$ cat src/rtl/exec_pkg.sv
// Shared constants for the EX stage: ALU op codes, mul/div FSM encoding, default widths.
// Optional divider: define EXEC_DIVIDER_EN to route DIVU/REMU through the iterative unit.
package exec_pkg;

    localparam int unsigned DEFAULT_DATA_WIDTH     = 32;
    localparam int unsigned DEFAULT_REG_ADDR_WIDTH = 5;

    localparam logic [3:0] ALU_ADD   = 4'h0;
    localparam logic [3:0] ALU_SUB   = 4'h1;
    localparam logic [3:0] ALU_AND   = 4'h2;
    localparam logic [3:0] ALU_OR    = 4'h3;
    localparam logic [3:0] ALU_XOR   = 4'h4;
    localparam logic [3:0] ALU_NOR   = 4'h5;
    localparam logic [3:0] ALU_SLT   = 4'h6;
    localparam logic [3:0] ALU_SLL   = 4'h7;
    localparam logic [3:0] ALU_SRL   = 4'h8;
    localparam logic [3:0] ALU_SRA   = 4'h9;
    localparam logic [3:0] ALU_MUL   = 4'hA;
    localparam logic [3:0] ALU_MULHU = 4'hB;
    localparam logic [3:0] ALU_DIVU  = 4'hC;
    localparam logic [3:0] ALU_REMU  = 4'hD;

    localparam logic [1:0] ST_IDLE = 2'd0;
    localparam logic [1:0] ST_MUL  = 2'd1;
    localparam logic [1:0] ST_DIV  = 2'd2;
    localparam logic [1:0] ST_DONE = 2'd3;

    // Iterative-unit op: bit1 selects divide, bit0 selects the high accumulator half.
    localparam logic [1:0] MD_MUL   = 2'b00;
    localparam logic [1:0] MD_MULHU = 2'b01;
    localparam logic [1:0] MD_DIVU  = 2'b10;
    localparam logic [1:0] MD_REMU  = 2'b11;

    // True for op codes executed by the iterative unit in this build.
    function automatic logic isMulDivOp(input logic [3:0] op);
`ifdef EXEC_DIVIDER_EN
        return (op == ALU_MUL) || (op == ALU_MULHU) || (op == ALU_DIVU) || (op == ALU_REMU);
`else
        return (op == ALU_MUL) || (op == ALU_MULHU);
`endif
    endfunction

endpackage

$ cat src/rtl/iterative_muldiv.sv
// One-bit-per-cycle shift-add multiplier and restoring divider sharing one accumulator pair.
// Optional divider: EXEC_DIVIDER_EN adds the DIV state and subtract datapath.
module iterative_muldiv
    import exec_pkg::*;
#(
    parameter int unsigned DATA_WIDTH = DEFAULT_DATA_WIDTH
) (
    input  logic                  clk,
    input  logic                  resetN,
    input  logic                  start,
    input  logic [1:0]            opIn,
    input  logic [DATA_WIDTH-1:0] operandA,
    input  logic [DATA_WIDTH-1:0] operandB,
    output logic                  busy,
    output logic                  done,
    output logic [DATA_WIDTH-1:0] result
);
    localparam int unsigned CNT_W = $clog2(DATA_WIDTH);

    logic [1:0]            state;
    logic [1:0]            stateNext;
    logic [CNT_W-1:0]      counter;
    logic [1:0]            opHeld;
    logic [DATA_WIDTH-1:0] accHi;
    logic [DATA_WIDTH-1:0] accLo;
    logic [DATA_WIDTH-1:0] opBHeld;
    logic [DATA_WIDTH:0]   mulSum;
    logic                  lastStep;

    assign lastStep = (counter == CNT_W'(DATA_WIDTH - 1));
    assign mulSum   = {1'b0, accHi} + (accLo[0] ? {1'b0, opBHeld} : '0);

`ifdef EXEC_DIVIDER_EN
    logic [DATA_WIDTH:0] divShift;
    logic [DATA_WIDTH:0] divDiff;
    assign divShift = {accHi, accLo[DATA_WIDTH-1]};
    assign divDiff  = divShift - {1'b0, opBHeld};
`endif

    // FSM state register
    always_ff @(negedge clk or negedge resetN) begin
        if (!resetN) state <= ST_IDLE;
        else         state <= stateNext;
    end

    // FSM next-state
    always_comb begin
        stateNext = state;
        case (state)
            ST_IDLE: begin
                if (start) begin
`ifdef EXEC_DIVIDER_EN
                    stateNext = opIn[1] ? ST_DIV : ST_MUL;
`else
                    stateNext = ST_MUL;
`endif
                end
            end
            ST_MUL:  if (lastStep) stateNext = ST_DONE;
`ifdef EXEC_DIVIDER_EN
            ST_DIV:  if (lastStep) stateNext = ST_DONE;
`endif
            ST_DONE: stateNext = ST_IDLE;
            default: stateNext = ST_IDLE;
        endcase
    end

    // Operand latch and one iteration step per edge
    always_ff @(negedge clk or negedge resetN) begin
        if (!resetN) begin
            counter <= '0;
            opHeld  <= '0;
            accHi   <= '0;
            accLo   <= '0;
            opBHeld <= '0;
        end else begin
            case (state)
                ST_IDLE: begin
                    if (start) begin
                        counter <= '0;
                        opHeld  <= opIn;
                        accHi   <= '0;
                        accLo   <= operandA;
                        opBHeld <= operandB;
                    end
                end
                ST_MUL: begin
                    {accHi, accLo} <= {mulSum, accLo[DATA_WIDTH-1:1]};
                    counter        <= counter + CNT_W'(1);
                end
`ifdef EXEC_DIVIDER_EN
                ST_DIV: begin
                    if (!divDiff[DATA_WIDTH]) begin
                        accHi <= divDiff[DATA_WIDTH-1:0];
                        accLo <= {accLo[DATA_WIDTH-2:0], 1'b1};
                    end else begin
                        accHi <= divShift[DATA_WIDTH-1:0];
                        accLo <= {accLo[DATA_WIDTH-2:0], 1'b0};
                    end
                    counter <= counter + CNT_W'(1);
                end
`endif
                default: ;
            endcase
        end
    end

    assign busy = (state == ST_MUL) || (state == ST_DIV);
    assign done = (state == ST_DONE);

    // Low half holds product-low / quotient, high half holds product-high / remainder.
`ifdef EXEC_DIVIDER_EN
    assign result = opHeld[0] ? accHi : accLo;
`else
    assign result = (opHeld == MD_MULHU) ? accHi : accLo;
`endif

endmodule

$ cat src/rtl/execute_stage.sv
// Pipeline EX stage: single-cycle ALU, iterative mul/div, EX/MEM boundary register.
// Optional divider: EXEC_DIVIDER_EN (otherwise DIVU/REMU are reserved codes giving 0).
module execute_stage
    import exec_pkg::*;
#(
    parameter int unsigned DATA_WIDTH     = DEFAULT_DATA_WIDTH,
    parameter int unsigned REG_ADDR_WIDTH = DEFAULT_REG_ADDR_WIDTH
) (
    input  logic                      clk,
    input  logic                      resetN,
    input  logic                      validIn,
    input  logic [3:0]                aluOp,
    input  logic                      aluSrc,
    input  logic [DATA_WIDTH-1:0]     regData1,
    input  logic [DATA_WIDTH-1:0]     regData2,
    input  logic [DATA_WIDTH-1:0]     immediate,
    input  logic [REG_ADDR_WIDTH-1:0] rtIn,
    input  logic [REG_ADDR_WIDTH-1:0] rdIn,
    input  logic                      regDst,
    input  logic [1:0]                writeBackControlIn,
    input  logic [1:0]                memAccessControlIn,
    output logic                      stall,
    output logic [1:0]                writeBackControlOut,
    output logic [1:0]                memAccessControlOut,
    output logic [DATA_WIDTH-1:0]     resultOut,
    output logic [DATA_WIDTH-1:0]     writeDataOut,
    output logic [REG_ADDR_WIDTH-1:0] rdOut
);
    localparam int unsigned SHAMT_W = $clog2(DATA_WIDTH);

    logic [DATA_WIDTH-1:0]     operandB;
    logic [DATA_WIDTH-1:0]     aluResult;
    logic [SHAMT_W-1:0]        shamt;
    logic [REG_ADDR_WIDTH-1:0] destReg;
    logic                      issue;
    logic                      mdBusy;
    logic                      mdDone;
    logic [DATA_WIDTH-1:0]     mdResult;
    logic [1:0]                wbHeld;
    logic [1:0]                memHeld;
    logic [REG_ADDR_WIDTH-1:0] rdHeld;
    logic [DATA_WIDTH-1:0]     writeDataHeld;

    assign operandB = aluSrc ? immediate : regData2;
    assign shamt    = operandB[SHAMT_W-1:0];
    assign destReg  = regDst ? rdIn : rtIn;
    // Issue only from idle; the DONE cycle never accepts a new multi-cycle op.
    assign issue    = validIn & isMulDivOp(aluOp) & ~mdBusy & ~mdDone;
    assign stall    = resetN & (issue | mdBusy);

    iterative_muldiv #(.DATA_WIDTH(DATA_WIDTH)) uMulDiv (
        .clk      (clk),
        .resetN   (resetN),
        .start    (issue),
        .opIn     ({aluOp[2], aluOp[0]}),
        .operandA (regData1),
        .operandB (operandB),
        .busy     (mdBusy),
        .done     (mdDone),
        .result   (mdResult)
    );

    // Single-cycle ALU
    always_comb begin
        aluResult = '0;
        case (aluOp)
            ALU_ADD: aluResult = regData1 + operandB;
            ALU_SUB: aluResult = regData1 - operandB;
            ALU_AND: aluResult = regData1 & operandB;
            ALU_OR:  aluResult = regData1 | operandB;
            ALU_XOR: aluResult = regData1 ^ operandB;
            ALU_NOR: aluResult = ~(regData1 | operandB);
            ALU_SLT: aluResult = DATA_WIDTH'($signed(regData1) < $signed(operandB));
            ALU_SLL: aluResult = regData1 << shamt;
            ALU_SRL: aluResult = regData1 >> shamt;
            ALU_SRA: aluResult = $unsigned($signed(regData1) >>> shamt);
            default: aluResult = '0;
        endcase
    end

    // Controls of the in-flight multi-cycle op, replayed when its result emerges
    always_ff @(negedge clk or negedge resetN) begin
        if (!resetN) begin
            wbHeld        <= '0;
            memHeld       <= '0;
            rdHeld        <= '0;
            writeDataHeld <= '0;
        end else if (issue) begin
            wbHeld        <= writeBackControlIn;
            memHeld       <= memAccessControlIn;
            rdHeld        <= destReg;
            writeDataHeld <= regData2;
        end
    end

    // EX/MEM boundary register
    always_ff @(negedge clk or negedge resetN) begin
        if (!resetN) begin
            resultOut           <= '0;
            writeDataOut        <= '0;
            rdOut               <= '0;
            writeBackControlOut <= '0;
            memAccessControlOut <= '0;
        end else if (mdDone) begin
            resultOut           <= mdResult;
            writeDataOut        <= writeDataHeld;
            rdOut               <= rdHeld;
            writeBackControlOut <= wbHeld;
            memAccessControlOut <= memHeld;
        end else if (validIn && !issue && !mdBusy) begin
            resultOut           <= aluResult;
            writeDataOut        <= regData2;
            rdOut               <= destReg;
            writeBackControlOut <= writeBackControlIn;
            memAccessControlOut <= memAccessControlIn;
        end else begin
            resultOut           <= '0;
            writeDataOut        <= '0;
            rdOut               <= '0;
            writeBackControlOut <= '0;
            memAccessControlOut <= '0;
        end
    end

endmodule

$ cat config.mk
export PLATFORM = sky130hd
export DESIGN_NAME = execute_stage
export DESIGN_NICKNAME = d
export VERILOG_FILES = /design/src/rtl/exec_pkg.sv /design/src/rtl/iterative_muldiv.sv /design/src/rtl/execute_stage.sv
export SDC_FILE = /design/constraint.sdc
export NUM_CORES = 1
export LEC_CHECK = 0
export CAP_MARGIN = 30
export CELL_PAD_IN_SITES_DETAIL_PLACEMENT = 0
export CELL_PAD_IN_SITES_GLOBAL_PLACEMENT = 1
export CORE_ASPECT_RATIO = 1.25
export CORE_MARGIN = 2
export CORE_UTILIZATION = 25
export CTS_CLUSTER_DIAMETER = 200
export DETAILED_ROUTE_END_ITERATION = 16
export PLACE_DENSITY_LB_ADDON = 0.1
export SLEW_MARGIN = 20
export SYNTH_ARGS = -nofsm -noshare
export SYNTH_HDL_FRONTEND = slang
export SYNTH_SLANG_ARGS = --single-unit
$ cat constraint.sdc
create_clock -name clk -period 6.6 [get_ports clk]
set_clock_uncertainty 0.2 [all_clocks]
set_input_delay 0.99 -clock clk [delete_from_list [all_inputs] [get_ports clk]]
set_output_delay 0.99 -clock clk [all_outputs]
set_load 0.005 [all_outputs]
# After elaboration in Yosys (flattened, before gate mapping)

Index checks and enable logic that the tools add are counted.

Register bits after elaboration: 219
Bits of input ports: 119
Word-level logic and storage cells: 88

Add/sub/neg operators: 4
Magnitude comparators: 1
Equal/unequal tests: 18
Shift operators: 3
Multiplexer cells: 24
Bitwise operators: 11
Reductions and logical operators: 12

Operators by type and width:

| operator              | count |
|---|---|
| $pmux W32 S10         | 1 |
| $mux W32              | 9 |
| $pmux W32 S2          | 2 |
| $add A32 B33 Y33      | 1 |
| $add A32 B32 Y32      | 1 |
| $and A32 B32 Y32      | 1 |
| $lt A32 B32 Y1        | 1 |
| $not A32 Y32          | 1 |
| $or A32 B32 Y32       | 1 |
| $shl A32 B5 Y32       | 1 |
| $shr A32 B5 Y32       | 1 |
| $sshr A32 B5 Y32      | 1 |
| $sub A32 B32 Y32      | 1 |
| $xor A32 B32 Y32      | 1 |
| $mux W5               | 4 |
| $eq A4 B3 Y1 const B  | 4 |
| $eq A4 B4 Y1 const B  | 4 |
| $mux W2               | 6 |
| $pmux W5 S2           | 1 |
| $eq A4 B2 Y1 const B  | 2 |
| $reduce_and A2 Y1     | 3 |
| $add A5 B1 Y5 const B | 1 |
| $eq A5 B5 Y1 const B  | 1 |
| $and A1 B1 Y1         | 4 |
| 14 further kinds      | 20 |

# Depth between registers and ports, before layout

Gate-level depths: netlist (run 1).

Depth after elaboration: 10
Mapped depth: 17

# Cells and area by module

From an unflattened synthesis (run 1), not the netlist that was laid out.

Cell total of the unflattened synthesis: 2381
Area, all modules: 19982.9 µm²

Modules (own cells, without submodules):

| module           | times used | cells each | area an instance (µm²) |
|---|---|---|---|
| execute_stage    | 1          | 1697       | 13334.0 |
| iterative_muldiv | 1          | 684        | 6648.9 |

==> out/qor.yml, run 1 <==
logic_synthesis:
  ys_warn_count: 0
  syn_inst: 2368
  async_flop_share_pct: 100
  synth_area_mm2: 0.0196
  yosysUniqueCellTypes: 83
  synth_flop_cell: "dfrtn_1"
  synth-edff-count: 0
  synth-seq-area-share_pct: 28.0
  synth_area_per_cell_um2: 8.26
  synth_seq_cells: 219
  syn_nets: 2627
die:
  die-height_um: 317
  rows: 114
  dieArea_mm2: 0.0805
  boundaryPins: 193
  start_util_pct: 25.3
  die_width_um: 254
  core_mm2: 0.0775
cts:
  cts_tree: "yes"
  cts_max_level: 1
  clkTransAtPathRegs_ps: 50
  clock_latency_ps: 590
  cts_buffers: 28
  cts.path.max_buffers: 3
  cts.sinks: 219
  clockRootBuffer: "clkbuf_16"
setup_path:
  rr_endpoint: "uMulDiv.accHi[27]"
  end_kind: "flip-flop"
  arrival_ps: 4270
  worst_setup_path_start_kind: "input pin"
  worst-setup-path-type: "in2reg"
  crit_chain: "buf_12 > mux2i_4 > inv_12 > buf_6 > ha_4 > inv_2 > fa_2 > nor2b_4 > o211a_4 > nor3_4 > o311ai_4 > a2111o_1 > a31o_4 > a221o_1 > a221oi_2 > o21ai_1"
  crit_path_max_incr_delay_ps: 500
  path_depth: 16
  critPathTopFamily: "compound AO/OA/AOI/OAI gates"
  critPathMaxFanout: 6
  cp_num_buf_inv: 4
  required_ps: 3540
  reg2reg_from: "uMulDiv.accLo[0]"
  r2r_slack_ps: 1960
  slowest_stage: "a2111o_1"
  worst_r2r_path_depth: 13
global_route:
  track_usage_pct: 28.7
  grt_pass1_vias: 23300
  grt_overflow: 0
  grt_pass1_wl_mm: 168
  antenna_found_initial: 7
  grt_max_degree: 64
final_layout:
  fin_util_pct: 41.1
  final_common_cell: "buf_4"
  syn2layout_area_growth_pct: 62.6
  final_area_mm2: 0.0318
  nNetsFinal: 3502
  fill_cells: 7847
  drive_above_1_share_pct: 36.7
  final_cell_mix: "buf_4 (726), nand2_1 (236), dfrtn_1 (219)"
pwr:
  peakVddDrop_v: 0.000201
  p_per_area_mw_per_mm2: 247
  p_leak_nw: 14.4
timing:
  worst_pin_slew_ps: 946
  setup_violations: 33
  hold_viol: 0
  slew_viol_final: 0
  fin_tns_setup_ps: -16270
  whs_ps: 217
  grt_setup_unrepaired: "true"
  relSlewSlack_pct: 36.1
  setup_ws_ps: -735
hold_path:
  worstHoldStart: "uMulDiv.opBHeld[30]"
  worstHoldPathCells: 2
  hold_path.class: "reg2reg"
  holdPathEnd: "uMulDiv.opBHeld[30]"
drt:
  met1_length_mm: 51.7
  vias_per_cell: 5.30
  vias: 22800
  drtIter0Drc: 1722
  drt_pass1_iterations: 5
  dr_wl_met3_mm: 5.04
  met2_length_mm: 56.4
  wl_per_cell_um: 27.3
  top_layer: "met5"
  route.detailed.drc: 0
  drt-total-wl_mm: 118
  postRouteAntennaNets: 0
place:
  io_buffers: 192
  dp_hpwl_mm: 94.2
  dpl_worst_slack_ps: -2120
  place_congestion: 0.979
  placed_cell_area_mm2: 0.0284
outcome:
  violations: "negative setup slack"
  run_status: "complete, but fails checks"
flow_run:
  maxCapViolations: 0
sequential cells by signal, summed over array words and instances, names as in the netlist, 5 cells and up:
register         flops
resultOut           32
rdHeld               5
uMulDiv.counter      5
writeDataOut        32
uMulDiv.opBHeld     32
writeDataHeld       32
uMulDiv.accLo       32
rdOut                5
uMulDiv.accHi       32
worst max path at each step:
stage | start | endpoint | slack (ps)
6_report | aluSrc | resultOut[20] | -740
5_1_grt | aluSrc | resultOut[20] | -790
4_1_cts | aluSrc | resultOut[20] | -790
3_5_place_dp | regData2[0] | resultOut[14] | -2120
3_3_place_gp | regData2[0] | resultOut[14] | -2120
2_1_floorplan | aluSrc | resultOut[20] | -1190
power breakdown:
part | internal, mW | total (mW) | switching (mW)
Clock | 0.993 | 1.69 | 0.702
Combinational | 1.91 | 4.13 | 2.22
Sequential | 1.75 | 2.02 | 0.273
Total | 4.65 | 7.85 | 3.20
per-stage QoR:
step / instances / power (mW)
after detailed placement: 4186 / 5.82
final: 4309 / 7.85
after CTS: 4284 / 7.80
after global routing: 4309 / 8.32
after floorplan: 2368 / 3.98
after global placement: 4186 / 5.79
cell families after synthesis:
logic type	share of synthesized area [%]
AOI/OAI and AO/OA	27.6
xor gates and xnor gates	1.88
DFF	28.0
muxes	13.5
and+or+nand+nor	14.3
adders and majority gates	9.07
buffers and inverters	5.55
synth_stat cells (5+ instances only):
cell type | instances | area (µm²)
ha_1 | 137 | 1710
nand3_1 | 45 | 225
mux2_2 | 66 | 743
o21ai_0 | 190 | 951
a22oi_1 | 10 | 75.1
a31oi_1 | 26 | 163
a21oi_1 | 175 | 876
o221ai_1 | 10 | 87.6
xnor2_1 | 23 | 201
a211o_1 | 11 | 96.3
a221oi_1 | 40 | 350
dfrtn_1 | 219 | 5480
o21bai_1 | 29 | 218
nor4_1 | 12 | 75.1
nand2b_1 | 12 | 75.1
a22o_1 | 47 | 412
inv_1 | 108 | 405
nor3_1 | 32 | 160
o22ai_1 | 77 | 482
buf_1 | 13 | 48.8
and3_1 | 11 | 68.8
or3_1 | 6 | 37.5
nand2_1 | 244 | 916
o21a_1 | 9 | 67.6
and2_1 | 40 | 250
xor2_1 | 19 | 166
o31ai_1 | 9 | 67.6
a221o_1 | 10 | 100
o211ai_1 | 42 | 315
nor2b_1 | 17 | 106
nor2_1 | 156 | 586
mux4_2 | 5 | 113
clkbuf_1 | 134 | 503
a21o_1 | 38 | 285
or2_2 | 10 | 62.6
a211oi_1 | 25 | 188
nand4_1 | 17 | 106
mux2i_1 | 176 | 1760
o2111ai_1 | 14 | 123
buf_2 | 16 | 80.1
worst register-to-register path: cells and delay by family, from the launching register on:
| family | cells | cell delay, ps |
|---|---|---|
| compound gates | 8 | 2670 |
| xor+xnor | 1 | 180 |
| fa+ha+maj | 2 | 680 |
| buf+inv | 1 | 200 |
| flops | 1 | 430 |
| simple gates | 1 | 150 |
final cells by class:
cell class              count  area, µm²  share of cell area (%)
inverters                 113        440                    1.38
clock inverters            11        175                   0.551
flip-flops and latches    219       5480                    17.2
repair buffers           1011       8830                    27.8
clock buffers              39        822                    2.58
diodes                      2       5.00                  0.0157
multi-input cells        1870      14700                    46.4
well taps                1044       1310                    4.11
routing by layer:
| layer | vias up | track usage, % |
|---|---|---|
| met5 | - | 0 |
| met1 | 11500 | 38.2 |
| met4 | 2 | 9.68 |
| li1 | 10500 | - |
| met3 | 172 | 2.61 |
| met2 | 672 | 48.8 |
timing repair:
item / 4_1_cts / 5_1_grt
hold buffers: 0 / 0
pin swaps: 97 / 75
endpoints found under the hold margin: 0 / 0
setup endpoints to repair: 33 / 68
gates cloned: 3 / 0
buffers inserted: 52 / 27
resized for setup: 321 / 99
Power figures use the tool's default switching activity.
==> inputs of run 2 (changes only) <==
Settings changed: HOLD_SLACK_MARGIN set to 0.03.
==> results of run 2 <==
The final DEF is identical to that of run 1; final timing and power are the same.
